### src/rtl/u_fetch_pc_pkg.sv
// Shared widths, reset default and bubble-decode helper for the fetch PC tracker.
`timescale 1ns/1ps
package u_fetch_pc_pkg;
  localparam int XLEN    = 32;
  localparam int PC_W    = 31;
  localparam int WADDR_W = 30;
  localparam logic [XLEN-1:0] RESET_VECTOR_DEF = 32'h0000_0000;

  // Upper half-word start with no word advance and no next-word fetch is the
  // first half of a split 32-bit instruction: fetch emits a NOP that cycle.
  function automatic logic is_split_bubble(input logic cnt_sel, input logic addr_sel,
                                           input logic aligned_n);
    return aligned_n & ~addr_sel & ~cnt_sel;
  endfunction
endpackage

### src/rtl/u_fetch_pc.sv
// Fetch word-address generator and byte-PC tracker running in lock-step with fetch.
`timescale 1ns/1ps
module u_fetch_pc
  import u_fetch_pc_pkg::*;
#(
  parameter logic [XLEN-1:0] RESET_VECTOR = RESET_VECTOR_DEF
) (
  input  logic                 clk_i,
  input  logic                 rst_ni,
  input  logic                 data_busywait_i,
  input  logic                 stall_i,
  input  logic                 branching_i,
  input  logic [PC_W-1:0]      branch_target_i,
  input  logic                 fetch_counter_sel_i,
  input  logic                 fetch_address_sel_i,
  input  logic                 pc_aligned_n_sel_i,
  input  logic                 is_long_i,
  output logic [WADDR_W-1:0]   fetch_addr_o,
  output logic                 branch_aligned_n_o,
  output logic [PC_W-1:0]      pc_o,
  output logic [PC_W-1:0]      pc_next_o,
  output logic                 pc_valid_o,
  output logic [XLEN-1:0]      issue_count_o
);

  logic [WADDR_W-1:0] r_fetch_counter;
  logic [PC_W-1:0]    r_pc;
  logic               r_valid;
  logic [XLEN-1:0]    r_count;

  logic               w_adv;
  logic               w_issue;
  logic [WADDR_W-1:0] w_counter_inc;

  assign w_adv         = ~data_busywait_i & ~stall_i;
  assign w_counter_inc = r_fetch_counter + WADDR_W'(1);
  // An instruction is issued only on a non-branch advance that is not a split bubble.
  assign w_issue       = w_adv & ~branching_i &
                         ~is_split_bubble(fetch_counter_sel_i, fetch_address_sel_i,
                                          pc_aligned_n_sel_i);

  always_ff @(posedge clk_i or negedge rst_ni) begin
    if (!rst_ni) begin
      r_fetch_counter <= RESET_VECTOR[XLEN-1:2];
      r_pc            <= RESET_VECTOR[XLEN-1:1];
      r_valid         <= 1'b0;
      r_count         <= '0;
    end else begin
      r_valid <= w_issue;
      if (w_issue) r_count <= r_count + XLEN'(1);
      if (w_adv) begin
        if (branching_i) begin
          r_fetch_counter <= branch_target_i[PC_W-1:1];
        end else begin
          if (fetch_counter_sel_i) r_fetch_counter <= w_counter_inc;
          r_pc <= {r_fetch_counter, pc_aligned_n_sel_i};
        end
      end
    end
  end

  assign fetch_addr_o       = fetch_address_sel_i ? w_counter_inc : r_fetch_counter;
  assign branch_aligned_n_o = branch_target_i[0];
  assign pc_o               = r_pc;
  assign pc_next_o          = r_pc + (is_long_i ? PC_W'(2) : PC_W'(1));
  assign pc_valid_o         = r_valid;
  assign issue_count_o      = r_count;

endmodule

### config.mk
export PLATFORM = sky130hd
export DESIGN_NAME = u_fetch_pc
export DESIGN_NICKNAME = d
export VERILOG_FILES = /design/src/rtl/u_fetch_pc_pkg.sv /design/src/rtl/u_fetch_pc.sv
export SDC_FILE = /design/constraint.sdc
export NUM_CORES = 1
export LEC_CHECK = 0
export CORE_ASPECT_RATIO = 0.8
export CORE_MARGIN = 2
export CORE_UTILIZATION = 48
export CTS_CLUSTER_SIZE = 8
export DETAILED_ROUTE_END_ITERATION = 10
export PLACE_DENSITY_LB_ADDON = 0.3
export SLEW_MARGIN = 15
export SYNTH_ARGS = -nofsm -noshare
export SYNTH_HDL_FRONTEND = slang
export SYNTH_SLANG_ARGS = --single-unit
### constraint.sdc
create_clock -name clk_i -period 3.35 [get_ports clk_i]
set_input_delay 0.8375 -clock clk_i [delete_from_list [all_inputs] [get_ports clk_i]]
set_output_delay 0.8375 -clock clk_i [all_outputs]
set_load 0.005 [all_outputs]
# ---- After elaboration in Yosys (flattened, before gate mapping)
# Index checks and enable logic that the tools add are counted.
# W data, S select, Z words.
dict set report op_classes {
  addsub 3
  n_reduce_logical 3
  n_bitwise 11
  n_mux 4
}
# cell n
set ops {}
lappend ops {{$mux W30} 3}
lappend ops {{$add A32 B1 Y32 const B} 1}
lappend ops {{$add A31 B2 Y31} 1}
lappend ops {{$add A30 B1 Y30 const B} 1}
lappend ops {{$not A1 Y1} 6}
lappend ops {{$and A1 B1 Y1} 5}
lappend ops {{$reduce_and A2 Y1} 2}
lappend ops {{$mux W2} 1}
lappend ops {{$reduce_bool A2 Y1} 1}
dict set report word_totals {
  wordCells 25
  output_inout_bits 126
  ff_bits 94
  inputBits 40
}

# ---- Longest topological paths before layout
dict set report logic_depth {
  word_depth 5
  ltp_mapped 8
  mapped_depth_nobuf 8
}

# ---- Worst setup path before layout
# No wires, ideal clock.
dict set report synth_timing {
  path_kind {input to output}
  startpoint {input port is_long_i}
  endpoint {output port pc_next_o[26]}
  t_arrival_ns 2.399
  path_slack_ns 0.113
  path_buffers 0
  t_required_ns 2.513
  cell_stages 8
  path_cell_list {inv_1 -> ha_1 -> inv_1 -> fa_1 -> nand3b_1 -> nor3_1 -> nand4_1 -> xnor2_1}
}
dict set report synth_between {
  elab_chain_len 2
}
# element line_no
set synth_rtl {}
lappend synth_rtl {{start, declared} u_fetch_pc.sv:17} ;# input logic is_long_i,
lappend synth_rtl {{$mux W2} u_fetch_pc.sv:65} ;# assign pc_next_o = r_pc + (is_long_i ? PC_W'(2) : PC_W'(1));
lappend synth_rtl {{$add A31 B2 Y31} u_fetch_pc.sv:65}
lappend synth_rtl {{end, declared} u_fetch_pc.sv:21} ;# output logic [PC_W-1:0] pc_next_o,
# Every way passes these cells.

# ---- Final worst setup path
dict set report layout_timing {
  startpoint {input port is_long_i}
  endpoint {output port pc_next_o[18]}
}
# The elaborated chain is that of the path after synthesis.

==> flow_metrics.env <==
export IMPL_setup_viol=3
export IMPL_drv_slew=0
export IMPL_drc=0
export IMPL_rsz0062_at_grt="yes"
export IMPL_post_dp_hpwl_mm=12.9
export IMPL_numClockSinks=94
export IMPL_ctsLongestPathBuffers=2
export IMPL_die_w_um=124
export IMPL_hold_viol=0
export IMPL_final_area_um2=8190
export IMPL_min_period_ns=3.38
export IMPL_cap_violations=0
export IMPL_total_power_mw=4.03
export IMPL_gp_congestion=0.932
export IMPL_layout_common_cells="clkdlybuf4s50_1, dfrtp_1, xnor2_1"
export IMPL_core_area_um2=11400
export IMPL_num_rows=35
export IMPL_comb_power_share=0.348
export IMPL_syn_area_per_cell_um2=9.32
export IMPL_setup_worst_path_start_class="input port"
export IMPL_synth_ff_type="dfrtp_1"
export IMPL_netlist_top_cells_area="dfrtp_1, xnor2_1, mux2_2"
export IMPL_hp_class="input port to asynchronous set/reset pin"
export IMPL_fin_skew_ns=0.00700
export IMPL_leakagePower_nw=3.43
export IMPL_peakVddDrop_uv=303
export IMPL_dieArea_um2=12500
export IMPL_p_clk_frac=0.250
export IMPL_cts_root_buf="clkbuf_16"
export IMPL_status="finished with violations"
export IMPL_synth_top_cell_area_share=0.422
export IMPL_grt_max_degree=56
export IMPL_final_layout_size_suffix_gt1_frac=0.213
export IMPL_worstSkewPairLatency_ns=0.34
export IMPL_seq_power_share=0.402
export IMPL_final_util=0.716
export IMPL_pre_cts_slack_ns=-0.869
export IMPL_drtPass1Iterations=7
export IMPL_area_delta_synth_final_pct=46.9
export IMPL_antenna_found_initial=0
export IMPL_cts_tree="yes"
export IMPL_vias=5595
export IMPL_wire_per_inst_um=19.0
export IMPL_ant_nets=0
export IMPL_htreeDepth=3
export IMPL_io_pins=166
export IMPL_grt_ovfl_total=0
export IMPL_internal_power_mw=2.76
export IMPL_synth_warnings=0
export IMPL_start_util=0.488
export IMPL_synth_cell_type_count=53
export IMPL_vias_per_cell=5.91
export IMPL_yosys_area_top_type="dfrtp_1"
export IMPL_die_h_um=100
export IMPL_numCtsBuffers=9
export IMPL_critPathArrivalTime_ns=2.54
export IMPL_async_flop_share=1.00
export IMPL_synth_edf_count=0
export IMPL_cp_max_fo=5
export IMPL_nNetsFinal=840
export IMPL_critPathKind="input port to primary output"
export IMPL_timing_final_crit_share=1.01
export IMPL_ys_ff_latch=94
export IMPL_grt_pass1_wl_mm=28.3
export IMPL_p_per_area_nw_per_um2=492
export IMPL_seq_area_frac_synth=0.422
export IMPL_worst_slack_ns=-0.0291
export IMPL_diodes=0
export IMPL_port_buffers=163
export IMPL_required_ns=2.51
export IMPL_switchingPower_mw=1.27
export IMPL_end_kind="primary output"
export IMPL_maxSlewHeadroom=0.547
export IMPL_hold_slack_ns=0.469
export IMPL_synth_fp_nets=643
export IMPL_tightestPinTransition_ns=0.680
export IMPL_hold_buffers=0
export IMPL_violations="negative setup slack"
export IMPL_first_global_vias=5416
export IMPL_fmax_mhz=296
export IMPL_drt_iter0_drc=595
export IMPL_synth_area_um2=5570
export IMPL_clk_pin_slew_ns=0.07
export IMPL_routed_wl_mm=18.0
export IMPL_final_common_cell="clkdlybuf4s50_1"
export IMPL_synthCells=598
export IMPL_placed_area_um2=7590
export IMPL_globalRouteTotalUtil=0.285
export IMPL_p_sw_frac=0.315
==> worst max-delay path, cell delays in order <==
cell and delay (ns):
buf_8 0.10, inv_4 0.05, ha_4 0.12, inv_2 0.03, fa_2 0.32, nand3b_1 0.20
buf_6 0.17, buf_12 0.12, nor2_4 0.07, buf_6 0.13, nand3_2 0.10, xnor2_2 0.15
buf_2 0.13
==> cells in the mapped netlist (5+ instances only) <==
master,number
nand4_1,17
xor2_1,26
inv_1,12
dfrtp_1,94
and4_1,10
nor3_1,17
clkbuf_1,20
buf_1,6
a22oi_1,5
nor2_1,43
o21ai_0,25
nand3_1,41
or3_1,11
a21oi_1,19
and3_1,28
buf_2,6
o22ai_1,6
nand2_1,57
xnor2_1,63
mux2_2,31
==> metal layers <==
metal  GRT usage  share of wire
met3      0.0688          0.082
met2       0.449           0.47
met5           0              0
met1       0.384           0.41
met4       0.111          0.036
==> logic make-up after synthesis <==
group,Yosys count,synth area share
buffers and inverters,50,0.0382
AND/OR/NAND/NOR,244,0.228
XOR/XNOR,89,0.140
AO/OA/AOI/OAI,83,0.0934
multiplexers,33,0.0662
adder cells (fa/ha/maj),5,0.0126
flip-flops,94,0.422
==> per-stage QoR <==
stage	cells	TNS, ns
2_1_floorplan	598	0
3_3_place_gp	918	-17.92
3_5_place_dp	918	-19.43
4_1_cts	940	-0.420
5_1_grt	947	-0.597
6_report	947	-0.0436
==> registers in the layout, indices dropped and copies added, names as in the netlist <==
| register | cells |
|---|---|
| issue_count_o | 32 |
| r_fetch_counter | 30 |
| pc_o | 31 |
| pc_valid_o | 1 |
==> final timing paths <==
| path | start | endpoint | slack (ns) | cells past startpoint |
|---|---|---|---|---|
| max | is_long_i | pc_next_o[18] | -0.03 | 13 |
| min | rst_ni | r_fetch_counter[8] | 0.47 | 1 |
| max reg2reg | issue_count_o[7] | issue_count_o[28] | 1.20 | 5 |
| min reg2reg | issue_count_o[31] | issue_count_o[31] | 0.49 | 1 |
| max in group asynchronous | rst_ni | pc_o[4] | 2.18 | 2 |
| min in group clk_i | issue_count_o[31] | issue_count_o[31] | 0.49 | 1 |
==> power groups by stage <==
stage                     logic, mW  clock network [mW]  registers (mW)
after global placement         1.38                   0            1.61
after global routing           1.50                1.07            1.65
after CTS                      1.36                1.02            1.61
final                          1.40                1.01            1.62
after detailed placement       1.42                   0            1.62
after floorplan               0.532                   0            1.57
==> cell type report <==
| cell class | count | area [µm²] |
|---|---|---|
| Tap cell | 148 | 185 |
| Inverter | 12 | 47.5 |
| Fill cell | 814 | 3240 |
| Sequential cell | 94 | 2350 |
| Clock inverter | 6 | 62.6 |
| Clock buffer | 9 | 225 |
| Multi-Input combinational cell | 454 | 3240 |
| Timing Repair Buffer | 224 | 2080 |
==> repair_timing <==
action                                  in CTS  in global routing
resized for setup                          115                 22
pin swaps                                   16                 13
gates cloned                                 0                  0
endpoints found under the setup margin      51                 25
buffers inserted                             7                  7
Note: power is estimated with default switching activity, not from simulation.
